$ cat config.mk
export PLATFORM = sky130hd
export DESIGN_NAME = card_dealer_flat
export DESIGN_NICKNAME = d
export VERILOG_FILES = /design/src/rtl/card_dealer_if.sv /design/src/rtl/card_dealer.sv /design/src/flat_wrapper.sv
export SDC_FILE = /design/constraint.sdc
export NUM_CORES = 1
export LEC_CHECK = 0
export CAP_MARGIN = 20
export CORE_AREA = 2 2 96 191
export CTS_BUF_LIST = sky130_fd_sc_hd__clkbuf_8
export DETAILED_ROUTE_END_ITERATION = 6
export DIE_AREA = 0 0 98 193
export PLACE_DENSITY = 0.42
export SYNTH_ARGS = -nofsm -noshare
export SYNTH_HDL_FRONTEND = slang
export SYNTH_SLANG_ARGS = --single-unit
$ cat constraint.sdc
create_clock -name Clock -period 4.35 [get_ports Clock]
set_input_delay 0.435 -clock Clock [delete_from_list [all_inputs] [get_ports Clock]]
set_output_delay 0.435 -clock Clock [all_outputs]
set_load 0.005 [all_outputs]
$ cat src/rtl/card_dealer_if.sv
// Request/response bundle between the blackjack game FSM (master) and the card dealer (slave).
// The master owns shuffle/req; the dealer drives the card pulse, the decoded card and the status.
interface card_dealer_if;
  logic       shuffle;
  logic       req;
  logic       card_valid;
  logic [5:0] card_index;
  logic [3:0] card_rank;
  logic [1:0] card_suit;
  logic [3:0] card_value;
  logic [5:0] cards_left;
  logic       busy;
  logic       empty_err;

  modport master (
    output shuffle, req,
    input  card_valid, card_index, card_rank, card_suit, card_value,
    input  cards_left, busy, empty_err
  );

  modport slave (
    input  shuffle, req,
    output card_valid, card_index, card_rank, card_suit, card_value,
    output cards_left, busy, empty_err
  );
endinterface

$ cat src/rtl/card_dealer.sv
// Single-deck card source: draws without replacement using a free-running 6-bit LFSR as the
// candidate generator and a 52-bit used mask; answers each request with a one-cycle card pulse.
module card_dealer #(
  parameter logic [5:0] SEED = 6'h01
) (
  input  logic      Clock,
  input  logic      reset,
  card_dealer_if.slave bus
);

  localparam logic [5:0] SEED_EFF  = (SEED == 6'd0) ? 6'h01 : SEED;
  localparam logic [5:0] DECK_SIZE = 6'd52;

  typedef enum logic [0:0] {IDLE, DRAW} state_t;

  state_t      state, state_n;
  logic [5:0]  lfsr, lfsr_n;
  logic [51:0] used, used_n;
  logic [5:0]  left, left_n;
  logic [5:0]  idx, idx_n;
  logic [3:0]  rank, rank_n;
  logic [1:0]  suit, suit_n;
  logic [3:0]  val, val_n;
  logic        cv, cv_n;
  logic        ee, ee_n;

  // candidate qualification and decode straight from the current LFSR value
  logic [5:0]  cand_idx0;
  logic [63:0] used_pad;
  logic [63:0] cand_bit;
  logic        cand_ok;
  logic [5:0]  r6;
  logic [3:0]  dec_rank;
  logic [1:0]  dec_suit;
  logic [3:0]  dec_val;

  assign cand_idx0 = lfsr - 6'd1;
  assign used_pad  = {12'd0, used};
  assign cand_bit  = 64'd1 << cand_idx0;
  assign cand_ok   = (lfsr != 6'd0) && (lfsr <= DECK_SIZE) && !used_pad[cand_idx0];

  always_comb begin
    r6       = 6'd0;
    dec_suit = 2'd0;
    if (cand_idx0 < 6'd13) begin
      r6       = cand_idx0 + 6'd1;
      dec_suit = 2'd0;
    end else if (cand_idx0 < 6'd26) begin
      r6       = cand_idx0 - 6'd12;
      dec_suit = 2'd1;
    end else if (cand_idx0 < 6'd39) begin
      r6       = cand_idx0 - 6'd25;
      dec_suit = 2'd2;
    end else begin
      r6       = cand_idx0 - 6'd38;
      dec_suit = 2'd3;
    end
    dec_rank = r6[3:0];
    // ace scores 11, face cards score 10
    if (dec_rank == 4'd1)       dec_val = 4'd11;
    else if (dec_rank > 4'd10)  dec_val = 4'd10;
    else                        dec_val = dec_rank;
  end

  always_comb begin
    state_n = state;
    lfsr_n  = {lfsr[4:0], lfsr[5] ^ lfsr[4]};
    used_n  = used;
    left_n  = left;
    idx_n   = idx;
    rank_n  = rank;
    suit_n  = suit;
    val_n   = val;
    cv_n    = 1'b0;
    ee_n    = 1'b0;
    unique case (state)
      IDLE: begin
        if (bus.shuffle) begin
          used_n = '0;
          left_n = DECK_SIZE;
          lfsr_n = SEED_EFF;
        end else if (bus.req) begin
          if (left == 6'd0) ee_n    = 1'b1;
          else              state_n = DRAW;
        end
      end
      DRAW: begin
        if (bus.shuffle) begin
          used_n  = '0;
          left_n  = DECK_SIZE;
          lfsr_n  = SEED_EFF;
          state_n = IDLE;
        end else if (cand_ok) begin
          used_n  = used | cand_bit[51:0];
          left_n  = left - 6'd1;
          idx_n   = lfsr;
          rank_n  = dec_rank;
          suit_n  = dec_suit;
          val_n   = dec_val;
          cv_n    = 1'b1;
          state_n = IDLE;
        end
      end
      default: state_n = IDLE;
    endcase
  end

  always_ff @(posedge Clock or posedge reset) begin
    if (reset) begin
      state <= IDLE;
      lfsr  <= SEED_EFF;
      used  <= '0;
      left  <= DECK_SIZE;
      idx   <= '0;
      rank  <= '0;
      suit  <= '0;
      val   <= '0;
      cv    <= 1'b0;
      ee    <= 1'b0;
    end else begin
      state <= state_n;
      lfsr  <= lfsr_n;
      used  <= used_n;
      left  <= left_n;
      idx   <= idx_n;
      rank  <= rank_n;
      suit  <= suit_n;
      val   <= val_n;
      cv    <= cv_n;
      ee    <= ee_n;
    end
  end

  assign bus.card_valid = cv;
  assign bus.card_index = idx;
  assign bus.card_rank  = rank;
  assign bus.card_suit  = suit;
  assign bus.card_value = val;
  assign bus.cards_left = left;
  assign bus.busy       = (state == DRAW);
  assign bus.empty_err  = ee;

endmodule
$ cat src/flat_wrapper.sv
// flat-port wrapper written by rule: the top's interface ports become plain ports
module card_dealer_flat 
#(
  parameter logic [5:0] SEED = 6'h01
)
  (Clock, reset, bus_shuffle, bus_req, bus_card_valid, bus_card_index, bus_card_rank, bus_card_suit, bus_card_value, bus_cards_left, bus_busy, bus_empty_err);
  card_dealer_if bus_i ();
  input  logic Clock;
  input  logic reset;
  input wire logic [$bits(bus_i.shuffle)-1:0] bus_shuffle;
  input wire logic [$bits(bus_i.req)-1:0] bus_req;
  output wire logic [$bits(bus_i.card_valid)-1:0] bus_card_valid;
  output wire logic [$bits(bus_i.card_index)-1:0] bus_card_index;
  output wire logic [$bits(bus_i.card_rank)-1:0] bus_card_rank;
  output wire logic [$bits(bus_i.card_suit)-1:0] bus_card_suit;
  output wire logic [$bits(bus_i.card_value)-1:0] bus_card_value;
  output wire logic [$bits(bus_i.cards_left)-1:0] bus_cards_left;
  output wire logic [$bits(bus_i.busy)-1:0] bus_busy;
  output wire logic [$bits(bus_i.empty_err)-1:0] bus_empty_err;
  assign bus_i.shuffle = bus_shuffle;
  assign bus_i.req = bus_req;
  assign bus_card_valid = bus_i.card_valid;
  assign bus_card_index = bus_i.card_index;
  assign bus_card_rank = bus_i.card_rank;
  assign bus_card_suit = bus_i.card_suit;
  assign bus_card_value = bus_i.card_value;
  assign bus_cards_left = bus_i.cards_left;
  assign bus_busy = bus_i.busy;
  assign bus_empty_err = bus_i.empty_err;
  card_dealer #(.SEED(SEED)) u_core (.Clock(Clock), .reset(reset), .bus(bus_i));
endmodule
==> reports/results.tsv, run 1 <==
stage	metric	value	unit
synthesis	synth_cell_types	62	
placed_design	dp_cells	653	
placed_design	place_hpwl	7910	um
final_layout	layout_common_cells	nor2_1 (79), dfrtp_1 (79), a21oi_1 (45)	
global_route	gr-total-overflow	0	
floorplanning	dieArea	18900	um^2
worst_setup_path	start_kind	flop	
synthesis	synth_top_family_by_area	simple AND/OR/NAND/NOR gates	
global_route	grt_start_max_net_pins	58	
floorplanning	coreArea	17500	um^2
placed_design	dpl_cell_area	4990	um^2
worst_setup_path	r2r-end	u_core.bus.card_value[1]	
final_layout	synthToLayoutAreaGrowth	16.5	%
global_route	antenna_found_initial	0	
clocking	cts.sinks	83	
synthesis	synth_adder_area_share	5.32	%
sta	whs	0.285	ns
synthesis	synth-simple-area-share	16.9	%
worst_setup_path	slowest_delay	0.53	ns
final_layout	drive_above_1_share	18.2	%
pwr	leakage	2.21	nW
sta	maxSlewViolCount	0	
placed_design	dpl_worst_slack	0.436	ns
clocking	cts_tree	yes	
outcome	status	finished clean	
synthesis	synth_seq_cells	83	
flow_run	cap_violations	0	
pwr	powerDensity	364	nW/um^2
routing	drc_errors	0	
synthesis	ys.flop_type	dfrtp_1	
worst_setup_path	timing.rr.start	u_core.lfsr[0]	
final_layout	n_fill_cell	1837	
worst_setup_path	r2r.worst_path.cells	12	
clocking	insertion_delay	0.37	ns
routing	drtPass1Iterations	4	
global_route	grt_pass1_wl	19100	um
sta	timing.final.ws_setup	0.402	ns
worst_setup_path	worstPathArrival	4.25	ns
routing	ant_nets	0	
sta	maxSlewHeadroom	31.5	%
synthesis	syn_inst	424	
floorplanning	num_rows	69	
clocking	holdBufCountCts	0	
synthesis	ys_seq_area_share	46.6	%
routing	drtIter0Drc	155	
worst_setup_path	crit_type	flop to flop	
floorplanning	io_pins	29	
sta	hold_viol	0	
synthesis	syn_area_per_cell	10.5	um^2
sta	max_freq	253	MHz
synthesis	post_synth_xor_area_fraction	1.57	%
routing	wl_per_cell	17.4	um
worst_setup_path	cp_slowest_cell	dfstp_2	
clocking	cts_root_buf	clkbuf_8	
sta	post-route-min-period	3.95	ns
floorplanning	die_w	98	um
clocking	cts_made_buffers	9	
final_layout	diodes	0	
global_route	grt_pass1_vias	3328	
sta	min_period_over_period	90.8	%
worst_setup_path	crit_chain	buf_4 > or4_1 > and2_4 > inv_6 > ha_1 > or4_1 > a311oi_2 > a21boi_1 > a41o_1 > nand3_1 > mux2_2 > a21oi_1	
synthesis	synth_enable_flop_cells	0	
routing	num_vias	3269	
clocking	clkTransAtPathRegs	0.09	ns
clocking	clockBufferDepth	2	
final_layout	layoutNonFillerInstCount	670	
placed_design	io_buffers	28	
final_layout	layout.nets	475	
floorplanning	die_h	193	um
sta	fin_skew	0.0122	ns
hold_path	hold_path_class	input port to async pin	
synthesis	async_flop_share	100	%
clocking	cts_max_level	3	
worst_setup_path	critPathCaptureType	flop	
routing	wirelength	11700	um
synthesis	synth_area	4470	um^2
sta	tns	0	ns
sta	rsz0062_at_grt	no	
worst_setup_path	r2r_slack	0.40	ns
floorplanning	start_util	25.5	%
worst_setup_path	cp-startpoint	u_core.lfsr[0]	
final_layout	final_core_util	29.7	%
final_layout	fin_area	5200	um^2
pwr	p_total	1.89	mW
worst_setup_path	crit_required	4.65	ns
clocking	cts.repair.resized	0	
synthesis	synth_nets	447	
clocking	postCtsSetupBuffers	0	
sta	setup_violations	0	
worst_setup_path	crit_end	u_core.bus.card_value[1]	
placed_design	gp_congestion	0.781	
worst_setup_path	cp_common_cell	or4_1	
worst_setup_path	worstPathMaxFanout	17	
routing	vias_per_cell	4.88	
pwr	ir_drop	171	uV
global_route	grt_usage	12.9	%
synthesis	synth_compound_area_share	14.3	%
sta	worst_pin_slew	1.02	ns
synthesis	synthMuxAreaShare	10.9	%
synthesis	ys_warn_count	0	
worst min-delay path by stage:
| stage | from | end | slack [ns] |
|---|---|---|---|
| 4_1_cts | bus_shuffle | u_core.lfsr[1] | 0.47 |
| 2_1_floorplan | u_core.used[10] | u_core.used[10] | 0.46 |
| 5_1_grt | reset | u_core.bus.cards_left[3] | 0.30 |
| 3_3_place_gp | u_core.used[50] | u_core.used[50] | 0.47 |
| 6_report | reset | u_core.bus.cards_left[3] | 0.28 |
| 3_5_place_dp | u_core.used[2] | u_core.used[2] | 0.48 |
flip-flops by register name (all words and copies together) (netlist names):
signal and count:
u_core.bus.card_index 6, u_core.bus.busy 1, u_core.bus.empty_err 1, u_core.bus.card_rank 4, u_core.bus.cards_left 6, u_core.used 52
u_core.bus.card_suit 2, u_core.lfsr 6, u_core.bus.card_value 4, u_core.bus.card_valid 1
cells in the mapped netlist (6+ instances only):
cell type	number	area, um^2
clkbuf_1	17	63.8
a21oi_1	45	225
ha_1	19	238
nand2b_1	6	37.5
a41oi_1	7	61.3
mux2_2	11	124
nand4_1	6	37.5
nor2_1	79	297
inv_1	14	52.6
mux4_2	15	338
nor3_1	6	30.0
nand2_1	14	52.6
a31oi_1	13	81.3
dfrtp_1	79	1980
xnor2_1	8	70.1
o21ai_0	6	30.0
logic make-up after synthesis:
kind of cell	after synthesis
xor gates and xnor gates	8
and+or+nand+nor	150
buffers and inverters	41
AOI/OAI and AO/OA	95
adders and majority gates	19
DFF	83
muxes	28
area by class of cell:
cell class / count / area (um^2) / area share [%]
clock buffers: 10 / 138 / 2.64
clock inverters: 6 / 50.0 / 0.962
inverters: 16 / 66.3 / 1.27
multi-input cells: 300 / 2190 / 42.1
flip-flops and latches: 83 / 2080 / 40.0
well taps: 213 / 267 / 5.12
repair buffers: 42 / 413 / 7.93
metal layers:
| layer | track usage, % | part of all wire, % | up-vias |
|---|---|---|---|
| met5 | 0 | 0 | - |
| met3 | 2.31 | 2.6 | 15 |
| met2 | 20.3 | 49 | 56 |
| li1 | - | - | 1566 |
| met4 | 4.49 | 1.7 | 0 |
| met1 | 18.0 | 47 | 1632 |
power breakdown:
| part | switching, mW | total, mW | internal (mW) |
|---|---|---|---|
| combinational | 0.238 | 0.465 | 0.227 |
| sequential | 0.0379 | 0.872 | 0.834 |
| clock | 0.285 | 0.557 | 0.272 |
critical path: cells and delay by family (launching register included):
kind	cells	cell delay, ns
buffers and inverters	2	0.36
DFF	1	0.53
adders and majority gates	1	0.24
and+or+nand+nor	4	1.38
AOI/OAI and AO/OA	4	0.99
muxes	1	0.37
No activity file was read; power rests on OpenSTA's default activity.
==> inputs of run 2 (changes only) <==
--- a/config.mk
+++ b/config.mk
@@ -5,6 +5,7 @@
 export SDC_FILE = /design/constraint.sdc
 export NUM_CORES = 1
 export LEC_CHECK = 0
+export ABC_CLOCK_PERIOD_IN_PS = 4350
 export CAP_MARGIN = 20
 export CORE_AREA = 2 2 96 191
 export CTS_BUF_LIST = sky130_fd_sc_hd__clkbuf_8
==> results of run 2 <==
Final layout, timing and power as in run 1 (identical DEF).
==> inputs of run 3 (changes only) <==
--- a/config.mk
+++ b/config.mk
@@ -12,6 +12,7 @@
 export DETAILED_ROUTE_END_ITERATION = 6
 export DIE_AREA = 0 0 98 193
 export PLACE_DENSITY = 0.42
+export SLEW_MARGIN = 10
 export SYNTH_ARGS = -nofsm -noshare
 export SYNTH_HDL_FRONTEND = slang
 export SYNTH_SLANG_ARGS = --single-unit
==> reports/results.tsv, run 3 (synthesis results as in run 1) <==
stage	metric	value	unit
outcome	status	finished clean	
final_layout	regMostFlops	u_core.used	
sta	fin_skew	0.0113	ns
clocking	cts_root_buf	clkbuf_8	
final_layout	synthToLayoutAreaGrowth	16.5	%
final_layout	drive_above_1_share	18.2	%
clocking	cts_made_buffers	9	
worst_setup_path	cp-startpoint	u_core.lfsr[0]	
routing	vias_per_cell	4.91	
final_layout	final_core_util	29.7	%
sta	hold_viol	0	
final_layout	fin_area	5200	um^2
sta	maxSlewHeadroom	31.2	%
sta	setup_violations	0	
floorplanning	start_util	25.5	%
placed_design	io_buffers	28	
placed_design	dpl_cell_area	4990	um^2
routing	wirelength	11700	um
floorplanning	coreArea	17500	um^2
worst_setup_path	timing.rr.start	u_core.lfsr[0]	
final_layout	diodes	0	
worst_setup_path	worstPathArrival	4.23	ns
sta	tns	0	ns
floorplanning	num_rows	69	
clocking	holdBufCountCts	0	
floorplanning	dieArea	18900	um^2
global_route	grt_usage	12.9	%
sta	max_freq	254	MHz
worst_setup_path	crit_type	flop to flop	
worst_setup_path	critPathCaptureType	flop	
global_route	gr-total-overflow	0	
routing	drtIter0Drc	184	
clocking	clkTransAtPathRegs	0.09	ns
pwr	powerDensity	364	nW/um^2
clocking	cts_max_level	3	
routing	wl_per_cell	17.4	um
clocking	cts.repair.resized	0	
sta	post-route-min-period	3.93	ns
sta	rsz0062_at_grt	no	
clocking	insertion_delay	0.37	ns
routing	drtPass1Iterations	5	
worst_setup_path	start_kind	flop	
clocking	cts_tree	yes	
worst_setup_path	crit_required	4.65	ns
clocking	postCtsSetupBuffers	0	
global_route	grt_start_max_net_pins	58	
routing	num_vias	3291	
clocking	clockBufferDepth	2	
hold_path	hold_path_class	input port to async pin	
sta	maxSlewViolCount	0	
global_route	grt_pass1_vias	3328	
routing	drc_errors	0	
floorplanning	die_h	193	um
pwr	ir_drop	170	uV
final_layout	layout.nets	475	
global_route	antenna_found_initial	0	
final_layout	layout_common_cells	nor2_1 (79), dfrtp_1 (79), a21oi_1 (45)	
clocking	cts.sinks	83	
global_route	grt_pass1_wl	19100	um
sta	min_period_over_period	90.4	%
routing	ant_nets	0	
pwr	leakage	2.21	nW
floorplanning	io_pins	29	
flow_run	cap_violations	0	
placed_design	gp_congestion	0.781	
floorplanning	die_w	98	um
final_layout	largest_reg_flops	52	
sta	worst_pin_slew	1.02	ns
worst_setup_path	worstPathMaxFanout	17	
placed_design	place_hpwl	7910	um
==> run 3: cell counts in the layout (fill, tap and decap cells not counted) <==
No cell type changed its count.
==> run 3: worst paths after layout <==
path                                             to  slack [ns]  cells after the start
setup / recovery           u_core.bus.card_value[1]        0.42                     12
max in group asynchronous            u_core.lfsr[0]        3.08                      4
hold / removal             u_core.bus.cards_left[3]        0.32                      2
min in group Clock                   u_core.lfsr[1]        0.48                      2
setup reg to reg           u_core.bus.card_value[1]        0.42                     12
hold reg to reg                      u_core.used[2]        0.49                      2
==> run 3: final cells by class <==
cell class                      instances  area (um^2)
Fill cell                            1836        12300
Multi-Input combinational cell        300         2190
Sequential cell                        83         2080
Timing Repair Buffer                   42          413
Tap cell                              213          267
Clock buffer                           10          138
Inverter                               16         66.3
Clock inverter                          6         50.0
==> run 3: stage by stage <==
stage / cells / setup WS [ns] / hold slack [ns] / total power, mW
3_5_place_dp: 653 / 0.436 / 0.481 / 1.36
6_report: 670 / 0.416 / 0.319 / 1.89
4_1_cts: 669 / 0.408 / 0.472 / 1.92
2_1_floorplan: 424 / 0.000662 / 0.457 / 1.15
5_1_grt: 670 / 0.141 / 0.338 / 2.01
3_3_place_gp: 653 / 0.498 / 0.471 / 1.36
==> run 3: metal layers <==
metal / vias to the layer above / GRT usage [%] / routed length [um]
li1: 1569 / - / -
met2: 60 / 20.3 / 5660
met3: 12 / 2.31 / 339
met4: 0 / 4.49 / 188
met1: 1650 / 18.0 / 5490
met5: - / 0 / 0
==> run 3: report_power, final <==
part	total, mW	internal (mW)	switching, mW
Sequential	0.872	0.834	0.0379
Combinational	0.465	0.227	0.238
Clock	0.557	0.272	0.284
Total	1.89	1.33	0.560
==> run 3: worst max-delay path: stages (launching register included) <==
cell and delay [ns]:
dfstp_2 0.53, buf_4 0.29, or4_1 0.32, and2_4 0.34, inv_6 0.06, ha_1 0.24, or4_1 0.53, a311oi_2 0.49
a21boi_1 0.14, a41o_1 0.22, nand3_1 0.19, mux2_2 0.37, a21oi_1 0.13
